### src/rtl/mem_port_arbiter.sv
// Two-port memory arbiter: instruction fetch (port 0) and load/store (port 1) share one memory port.
// Grant after the sampling edge; ready pulse one edge after mem_ready; one transaction in flight.
// Optional MEM_ARB_ROUND_ROBIN_EN: contested grants alternate; default is fixed priority, port 1 first.
module mem_port_arbiter #(
    parameter int addr_width = 32,
    parameter int data_width = 32
) (
    input  logic                  clock,
    input  logic                  reset,
    input  logic                  req0,
    input  logic                  we0,
    input  logic [addr_width-1:0] addr0,
    input  logic [data_width-1:0] wdata0,
    output logic                  ready0,
    output logic [data_width-1:0] rdata0,
    input  logic                  req1,
    input  logic                  we1,
    input  logic [addr_width-1:0] addr1,
    input  logic [data_width-1:0] wdata1,
    output logic                  ready1,
    output logic [data_width-1:0] rdata1,
    output logic                  mem_enable,
    output logic                  mem_we,
    output logic [addr_width-1:0] mem_addr,
    output logic [data_width-1:0] mem_wdata,
    input  logic [data_width-1:0] mem_rdata,
    input  logic                  mem_ready,
    output logic                  busy,
    output logic                  owner
);

`ifdef MEM_ARB_ROUND_ROBIN_EN
    localparam bit RoundRobin = 1'b1;
`else
    localparam bit RoundRobin = 1'b0;
`endif

    typedef enum logic [1:0] {
        IDLE = 2'd0,
        BUSY = 2'd1,
        DONE = 2'd2
    } state_t;

    state_t                  state_q;
    logic                    owner_q;
    logic                    last_grant_q;
    logic                    mem_enable_q;
    logic                    mem_we_q;
    logic [addr_width-1:0]   mem_addr_q;
    logic [data_width-1:0]   mem_wdata_q;
    logic                    ready0_q;
    logic                    ready1_q;
    logic [data_width-1:0]   rdata0_q;
    logic [data_width-1:0]   rdata1_q;
    logic                    busy_q;

    logic                    grant_d;
    logic                    we_d;
    logic [addr_width-1:0]   addr_d;
    logic [data_width-1:0]   wdata_d;

    // Winner selection; a lone requester always wins regardless of mode.
    always_comb begin
        grant_d = req1;
        if (req0 && req1) begin
            grant_d = RoundRobin ? ~last_grant_q : 1'b1;
        end
        we_d    = grant_d ? we1    : we0;
        addr_d  = grant_d ? addr1  : addr0;
        wdata_d = grant_d ? wdata1 : wdata0;
    end

    always_ff @(posedge clock) begin
        if (reset) begin
            state_q      <= IDLE;
            owner_q      <= 1'b0;
            last_grant_q <= 1'b0;
            mem_enable_q <= 1'b0;
            mem_we_q     <= 1'b0;
            mem_addr_q   <= '0;
            mem_wdata_q  <= '0;
            ready0_q     <= 1'b0;
            ready1_q     <= 1'b0;
            rdata0_q     <= '0;
            rdata1_q     <= '0;
            busy_q       <= 1'b0;
        end else begin
            case (state_q)
                IDLE: begin
                    ready0_q <= 1'b0;
                    ready1_q <= 1'b0;
                    if (req0 || req1) begin
                        owner_q      <= grant_d;
                        mem_we_q     <= we_d;
                        mem_addr_q   <= addr_d;
                        mem_wdata_q  <= wdata_d;
                        mem_enable_q <= 1'b1;
                        busy_q       <= 1'b1;
                        state_q      <= BUSY;
                    end
                end
                BUSY: begin
                    // Latched fields stay put; requester inputs are not looked at here.
                    if (mem_ready) begin
                        mem_enable_q <= 1'b0;
                        last_grant_q <= owner_q;
                        if (owner_q) begin
                            ready1_q <= 1'b1;
                            if (!mem_we_q) begin
                                rdata1_q <= mem_rdata;
                            end
                        end else begin
                            ready0_q <= 1'b1;
                            if (!mem_we_q) begin
                                rdata0_q <= mem_rdata;
                            end
                        end
                        state_q <= DONE;
                    end
                end
                DONE: begin
                    // Requests are not sampled here so the owner can drop or replace req.
                    ready0_q <= 1'b0;
                    ready1_q <= 1'b0;
                    busy_q   <= 1'b0;
                    state_q  <= IDLE;
                end
                default: begin
                    state_q      <= IDLE;
                    mem_enable_q <= 1'b0;
                    ready0_q     <= 1'b0;
                    ready1_q     <= 1'b0;
                    busy_q       <= 1'b0;
                end
            endcase
        end
    end

    assign ready0     = ready0_q;
    assign ready1     = ready1_q;
    assign rdata0     = rdata0_q;
    assign rdata1     = rdata1_q;
    assign mem_enable = mem_enable_q;
    assign mem_we     = mem_we_q;
    assign mem_addr   = mem_addr_q;
    assign mem_wdata  = mem_wdata_q;
    assign busy       = busy_q;
    assign owner      = owner_q;

    a_ready_exclusive: assert property (@(posedge clock) disable iff (reset)
        !(ready0_q && ready1_q));
    a_enable_only_busy: assert property (@(posedge clock) disable iff (reset)
        mem_enable_q == (state_q == BUSY));

endmodule

### config.mk
export PLATFORM = sky130hd
export DESIGN_NAME = mem_port_arbiter
export DESIGN_NICKNAME = d
export VERILOG_FILES = /design/src/rtl/mem_port_arbiter.sv
export SDC_FILE = /design/constraint.sdc
export NUM_CORES = 1
export LEC_CHECK = 0
export ABC_AREA = 1
export CAP_MARGIN = 10
export CELL_PAD_IN_SITES_DETAIL_PLACEMENT = 1
export CELL_PAD_IN_SITES_GLOBAL_PLACEMENT = 1
export CORE_ASPECT_RATIO = 0.75
export CORE_UTILIZATION = 29
export CTS_BUF_LIST = sky130_fd_sc_hd__clkbuf_16
export DETAILED_ROUTE_END_ITERATION = 6
export GPL_ROUTABILITY_DRIVEN = 0
export PLACE_DENSITY_LB_ADDON = 0.1
export SLEW_MARGIN = 5
export SYNTH_ARGS = -nofsm -noshare
export SYNTH_HDL_FRONTEND = slang
export SYNTH_SLANG_ARGS = --single-unit
export TNS_END_PERCENT = 20
### constraint.sdc
create_clock -name clock -period 3.3 [get_ports clock]
set_input_delay 0.99 -clock clock [delete_from_list [all_inputs] [get_ports clock]]
set_output_delay 0.99 -clock clock [all_outputs]
set_load 0.005 [all_outputs]
**Word level (Yosys, flattened, before mapping)**

Index checks and enable logic that the tools add are counted.

- Equality and inequality tests: 4
- Muxes and demuxes: 11
- Bitwise operators: 4
- Reductions and logical operators: 12

Operators with widths:

| cell | number |
|---|---|
| $mux W32 | 2 |
| $reduce_and A2 Y1 | 5 |
| $reduce_and A4 Y1 | 2 |
| $mux W1 | 4 |
| $mux W2 | 2 |
| $ne A2 B2 Y1 const B | 2 |
| $not A1 Y1 | 4 |
| $pmux W2 S2 | 1 |
| $pmux W1 S3 | 1 |
| $reduce_and A3 Y1 | 1 |
| $eq A2 B1 Y1 const B | 1 |
| $eq A2 B2 Y1 const B | 1 |
| $logic_not A2 Y1 | 1 |
| $pmux W1 S2 | 1 |
| $reduce_or A2 Y1 | 1 |
| $logic_and A1 B1 Y1 | 1 |
| $logic_or A1 B1 Y1 | 1 |

- Flip-flop bits (word level): 136
- Input port bits: 167
- Output and inout bits: 134
- Word-level logic and storage cells: 42

**Depth between registers and ports, before layout**

Gate-level depths: netlist (run 1).

- Word-level depth: 3
- Depth in mapped cells: 7
- Mapped depth without buffers: 6

**Worst setup path after synthesis (run 1)**

Ideal clock, no wire load.

- Path kind: input port to flip-flop
- From: input port req1
- To: register mem_addr_q[11], in the netlist mem_addr[11]
- Arrival time: 1.778 ns
- Setup slack: 1.458 ns
- Stages on the path: 6
- Cell sequence: buf_2 o21ai_4 buf_4 buf_4 nor2_1 nor2_1

- Word-level cells in the longest chain between the ends: 3
- Elaborated cells between the ends (all ways): 5

Ends and longest elaborated chain:

| item | RTL line | source |
|---|---|---|
| from (decl) | 16 | `input logic req1,` |
| $logic_and A1 B1 Y1 | 65 | `if (req0 && req1) begin` |
| $mux W1 | 65 |  |
| $mux W32 | 69 | `addr_d = grant_d ? addr1 : addr0;` |
| to (signal assigned) | 95 | `mem_addr_q <= addr_d;` |
| to (decl) | 49 | `logic [addr_width-1:0] mem_addr_q;` |

Parallel ways exist; a longest one is shown, timed or not.
A chain may end at the register's enable or synchronous reset.

**Worst setup path after layout (run 1)**

- From: register owner_q, in the netlist owner
- To: output port owner

RTL lines:

| item | RTL line | source |
|---|---|---|
| from (decl) | 45 | `logic owner_q;` |
| from (signal assigned) | 93 | `owner_q <= grant_d;` |
| to (decl) | 29 | `output logic owner` |

No word-level cell between the ends.

==> out/results.txt, run 1 <==
For the worst setup path, the data required time is 2.31 ns. 0 antenna diodes ended up in the layout. The total routing resource utilization after global routing is 18.5%. The average routed wire per standard cell was 12.9 um; the initial core utilization was 29.5%. Setup repair after global routing left no endpoint under its margin. The critical path goes through clkdlybuf4s50_1. The final critical path takes up 71.4% of the cycle. Of the total power, the share spent switching nets is 27.4%. The number of gates resized after CTS was 0.

The number of instances in the synthesized netlist was 1024; the wire length reported by the detailed router was 20.6 mm. After detailed routing, the number of vias per cell comes to 4.11. The final hold violation count was 0. The endpoint identified for the worst register-to-register timing path is mem_addr[17]. The biggest area contributor in the post-synthesis netlist is dfxtp_1. The number of fill cells was 2733; the post-layout minimum cycle time was 2.36 ns. The run gives 4.66 nW as the leakage power of the design. The yosys synthesis warning count was 0; the area of all sequential standard cells was 2720 sq um. After detailed routing, the number of remaining DRC violations is 0.

The detailed router finished its first iteration with 188 violations. Count of pins on the block boundary: 301. The gate family responsible for the most delay along the worst path was buffers and inverters. The switching power is 0.00135 W, and the mean post-synth cell area is 6.08 sq um. Input and output buffers added on the ports amount to 300. CTS built an H-tree with a depth of 4. The die footprint is 22100 sq um.

Share of power burned in combinational logic: 22.3%. The standard cell with the maximum stage delay on the critical path is clkdlybuf4s50_1. Summing all multi-input logic gate instances after layout gives 2630 sq um. The final route contains 6560 vias. The die span in x was 171 um. The final count of negative-setup-slack endpoints is 0.

Cell internal power was estimated by the tool at 0.00358 W. The count of cells along the worst hold path was 2. Global routing finished with a remaining overflow of 0. The worst-case hold path end point is mem_enable. Once the clock tree was built, the setup fixing pass inserted 0 buffers.

No sink is reached through more buffers than the 2 on the longest clock path. The share of synthesized area in the top cell type comes to 43.7%. The delay contributed by the slowest stage of the critical path is 0.56 ns. The cell area after synthesis is 6230 sq um, and the utilization of the core after routing is 47.7%. The tools report the sequential group share of total power as 37.9%. Worst clock skew: 0.0133 ns. The worst setup path is launched from a register.

Detailed placement ended at an HPWL of 14.9 mm. Measured along the y axis, the die boundary spans 129 um. The critical path capture point type was a primary output. For the worst flop-to-flop path, the logic depth is 6.

The initial antenna violation count was 0; the transition time at the pin with the least slew margin was 0.550 ns. After floorplanning, the core was divided into 46 placement rows. The startpoint of the worst-slack reg-to-reg timing path was state_q[0]. The worst pin sits at a relative slew slack of 63.3%.

Ranked by total cell area, the synthesized netlist is headed by dfxtp_1 (44%), nand2_1 (20%), nor2_1 (16%), inv_1 (9.9%), o21ai_0 (5.3%). The number of clock buffers inserted by TritonCTS was 17; the post-route setup TNS was 0 ns. The critical path is of the register to primary output type. The setup slack on the worst flop-to-flop path was 1.90 ns; the clock slew seen by the registers of the worst setup and hold paths was 0.05 ns. The worst-case vdd ir drop came out at 249 uV. The portion of the post-synthesis area used by sequential elements was 43.7%; the areal power density over the cells was 489 nW/um^2.

The area growth from synthesis to layout is 61.8%. The via count of the first global-routing pass was 6212. The run gives 0 as the number of max-slew violations in the final report. For the global-route wire length before repair, the log shows 31.7 mm. The beginning of the worst hold path is mem_enable. For the worst-skew pair later-pin latency, the log shows 0.42 ns. Clock tree root buffer cell: clkbuf_16.

Entering global routing, the biggest net connects 135 pins. Across the run, the number of max-cap violations was 0. After clock tree synthesis, the flow added hold-fix buffers numbering 0.

The flow ran to the end, and the final reports show no timing, DRC or antenna violations. The tightest min-delay check is of the register to register type. Yosys mapped the design onto 14 distinct sky130hd cell types. The tools report the floorplan core area as 21100 sq um. The combined buffer and inverter count along the critical path was 1. The post-route netlist has 3.28% of its cells at a drive strength greater than 1.

The maximum fanout encountered on the critical timing path was 5; the number of detailed-routing iterations run before antenna repair was 4. The fmax was 0.424 GHz; the total number of nets in the final design was 1464. Synthesis inferred 136 register bits.

Counting every sink on the clock net gives 136. The arrival time reported for the critical path endpoint was 1.37 ns; the number of nets with antenna violations after detailed routing was 0. For the number of nets in the synthesized netlist, the log shows 1191. Of the total power, the clock network draws 39.8%. TritonCTS built the clock tree.
cell families after synthesis:
logic type,share of synthesized area [%]
AO/OA/AOI/OAI,6.07
buffers and inverters,14.2
AND/OR/NAND/NOR,36.1
flip-flops,43.7
layout by cell type (no fill, tap or decap):
cell / synthesis / layout
clkinv_2: 0 / 2
o22ai_1: 1 / 1
clkinvlp_4: 0 / 2
o21ai_0: 66 / 66
o21ai_4: 1 / 1
clkinv_4: 0 / 2
nor2_4: 0 / 2
clkdlybuf4s50_1: 0 / 299
bufinv_16: 0 / 3
nand2_1: 329 / 329
nor2_1: 262 / 262
dfxtp_1: 136 / 136
buf_12: 0 / 6
nand3_1: 3 / 3
buf_4: 7 / 3
inv_4: 0 / 1
inv_6: 0 / 4
clkbuf_16: 0 / 17
a21oi_1: 5 / 5
clkinv_1: 0 / 1
inv_1: 165 / 165
power groups by stage:
stage	sequential, W	clock [W]	combinational, W
after global placement	0.00190	0	0.00110
after global routing	0.00189	0.00208	0.00124
after detailed placement	0.00191	0	0.00112
after floorplan	0.00192	0	0.000471
after CTS	0.00187	0.00202	0.00112
final	0.00187	0.00196	0.00110
final cells by class:
cell class | instances | share of cell area [%]
Clock inverter | 15 | 1.74
Inverter | 165 | 6.17
Multi-Input combinational cell | 669 | 26.1
Timing Repair Buffer | 308 | 31.1
Clock buffer | 17 | 4.22
Tap cell | 288 | 3.58
Sequential cell | 136 | 27.0
worst max-delay path by stage:
stage	from	end	slack, ns	depth (start not counted)
after global routing	owner	owner	0.89	1
after detailed placement	reset	rdata1[4]	0.75	5
after CTS	owner	owner	0.90	1
after global placement	reset	rdata1[10]	0.79	5
after floorplan	req1	mem_addr[11]	1.46	6
final	owner	owner	0.94	1
layer usage:
layer	track usage [%]	vias up	wire length, um
met5	0	-	0
met4	4.57	0	162
met3	7.29	11	1860
met2	31.5	178	9560
met1	21.8	2866	9050
li1	-	3505	-
Yosys cell counts:
cell,number
nand2_1,329
nor2_1,262
inv_1,165
dfxtp_1,136
o21ai_0,66
buf_2,27
clkbuf_1,11
buf_1,9
buf_4,7
a21oi_1,5
nand3_1,3
nor2_2,2
o21ai_4,1
o22ai_1,1
registers in the layout (all words and copies together) (netlist names):
signal,count
mem_addr,32
mem_wdata,32
ready0,1
owner,1
mem_we,1
rdata1,32
ready1,1
busy,1
rdata0,32
mem_enable,1
state_q,2
metrics by stage:
step | power, W | area (sq um) | worst slack, ns | hold WS, ns | std cells
CTS | 0.00502 | 10100 | 0.901 | 0.477 | 1598
finish | 0.00493 | 10100 | 0.944 | 0.470 | 1598
global route | 0.00521 | 10100 | 0.894 | 0.500 | 1598
detailed placement | 0.00302 | 9470 | 0.754 | 0.463 | 1566
global placement | 0.00300 | 9470 | 0.787 | 0.456 | 1566
floorplan | 0.00239 | 6230 | 1.46 | 0.449 | 1024
Note: power is estimated with default switching activity, not from simulation.
==> run 2, diff against run 1 <==
Settings changed: CORE_UTILIZATION 29 to 27.
Clock period 3.3 ns to 2.3 ns, I/O delays scaled along.
==> out/results.txt, run 2 (synthesis results as in run 1) <==
Worst slew margin relative to its limit: 71.3% (+8.0 points). The areal power density over the cells was 695 nW/um^2 (+42%); the maximum level of the CTS H-tree was 4 (unchanged). The tools report the via count of the first global-routing pass as 6467 (+4.1%). The logs give 1.61 ns (-0.70 ns) for the data required time at the worst endpoint and 0 (unchanged) for the number of nets with antenna violations after detailed routing. The delay contributed by the slowest stage of the critical path was 0.57 ns (about the same); the total number of nets in the final design was 1470 (+0.41%).

The top cell types in the final layout, fill and taps aside, are nand2_1 (329), clkdlybuf4s50_1 (299), nor2_1 (262). The tools report the clock sink count as 136 (unchanged). The count of pins on the block boundary is 301 (unchanged), and the max-cap check violation count is 0 (unchanged). The final clock period utilization by the worst path was 89.3%; the number of remaining DRC errors was 0 (unchanged).

For the number of clock buffers inserted by TritonCTS, the log shows 17 (unchanged). The combined buffer and inverter count along the critical path works out to 1 (unchanged). The maximum number of pins on one net before global-route repair was 85 (-37%); the area added between synthesis and finish was 63.0%. For the arrival time reported for the critical path endpoint, the log shows 1.36 ns (about the same). Final hold violation count: 0 (unchanged). The slowest stage of the critical path is the clkdlybuf4s50_1 cell. The run finished with clean final reports.

The logs give 0 (unchanged) for the diode insertion count for antenna repair and 0 (unchanged) for the residual overflow from global routing. The global-route wire length before repair was 32.6 mm (+2.8%). For the leakage power of the design, the log shows 4.70 nW (+0.81%). Broken down by cell family, the worst path's largest delay share belongs to buffers and inverters.

The clock slew seen by the registers of the worst setup and hold paths was 0.05 ns (about the same). The tools report the clock tree root buffer cell as clkbuf_16. The utilization of the core after routing is 45.4% (-2.3 points), and the maximum fanout encountered on the critical timing path is 5 (unchanged). The total routing resource utilization after global routing was 17.5% (-1.0 points); the DRC marker count from the first detailed-route iteration was 221 (+18%). The worst-case vdd ir drop was 423 uV (+70%); the post-layout minimum cycle time was 2.05 ns. Setup repair after global routing left no endpoint under its margin. The tools report the total half-perimeter wirelength after legalization and detailed placement as 15.5 mm (+4.2%). The commonest non-fill, non-tap cell in the layout is nand2_1. Buffer depth of the longest clock path: 2 (unchanged).

The tools report the category of the worst setup path launch point as a register. The die span in x was 177 um (+3.6%); the transition time at the pin with the least slew margin was 0.430 ns (-0.120 ns). The initial core utilization is 27.9% (-1.6 points), and the hold buffer count at CTS is 0 (unchanged).

Walking the worst path, the cells encountered are clkdlybuf4s50_1. The via count was 6608 (+0.73%). The run gives 0 (unchanged) as the number of buffers added for setup after CTS. The die footprint came out at 23700 sq um (+7.3%). STA classifies the critical path endpoint as a primary output. The average routed wire per standard cell is 13.0 um (+0.72%), and the floorplan core area is 22300 sq um (+5.8%). The wire length reported by the detailed router came out at 20.9 mm (+1.5%). Vertical extent of the die: 134 um (+3.6%).

The total of buffers placed on input and output ports was 300 (unchanged). The worst-skew pair later-pin latency is 0.42 ns (about the same). The tightest min-delay check is of the register to register type.

TritonCTS built the clock tree. Mean number of vias per cell: 4.10 (about the same). For the initial antenna violation count, the log shows 0 (unchanged). The run gives 0 ns (unchanged) as the post-route setup TNS. The logs give 4 (unchanged) for the number of detailed-routing iterations run before antenna repair and 0 (unchanged) for the count of cells resized by post-cts repair. The number of max-slew violations in the final report was 0 (unchanged); the site row count was 47 (+2.2%). The worst clock skew was 0.0171 ns (+0.00380 ns); the fmax was 0.487 GHz.

The ratio of cells with drive above 1 in the final layout was 3.80% (+0.52 points). Category of the critical setup timing path: register to primary output. The tools report the final count of negative-setup-slack endpoints as 0 (unchanged).
## run 2: cell count changes in the layout (fill, tap and decap cells not counted)
cell	change
buf_12	+3
inv_8	+1
bufinv_16	-1
buf_4	+3
inv_6	+2
clkinvlp_4	-1
inv_1	-1
## run 2: cell type report
type                       instances  area (sq um)
timing repair buffer             314          3220
tap                              294           368
clock inverter                    15           163
multi-input combinational        669          2630
inverter                         165           622
clock buffer                      17           425
fill                            2908         12200
sequential                       136          2720
## run 2: path summary, 6_finish.rpt
check / startpoint / end / cells after the start / slack, ns
setup / recovery: owner / owner / 1 / 0.25
hold / removal: busy / busy / 2 / 0.46
setup reg to reg: state_q[0] / mem_addr[10] / 6 / 1.00
hold reg to reg: busy / busy / 2 / 0.46
## run 2: metal layers
layer / part of all wire (%) / vias up / routed length [um] / track usage (%)
li1: - / 3513 / - / -
met1: 45 / 2892 / 9390 / 21.0
met2: 44 / 187 / 9280 / 28.8
met3: 9.5 / 16 / 1980 / 6.99
met4: 1.4 / 0 / 289 / 4.84
met5: 0 / - / 0 / 0
## run 2: power breakdown
part / switching, W / leakage [nW] / internal [W] / total, W
Sequential: 0.000112 / 1.12 / 0.00257 / 0.00268
Clock: 0.00115 / 0.289 / 0.00162 / 0.00277
Combinational: 0.000729 / 3.30 / 0.000869 / 0.00160
## run 2: metrics by stage
step	setup WS [ns]	cells	hold WS, ns	cell area (sq um)	power [W]
after global placement	0.168	1578	0.450	9560	0.00433
after global routing	0.197	1610	0.482	10200	0.00746
final	0.246	1610	0.464	10200	0.00706
after CTS	0.208	1610	0.466	10200	0.00719
after floorplan	0.758	1024	0.449	6230	0.00342
after detailed placement	0.148	1578	0.458	9560	0.00436
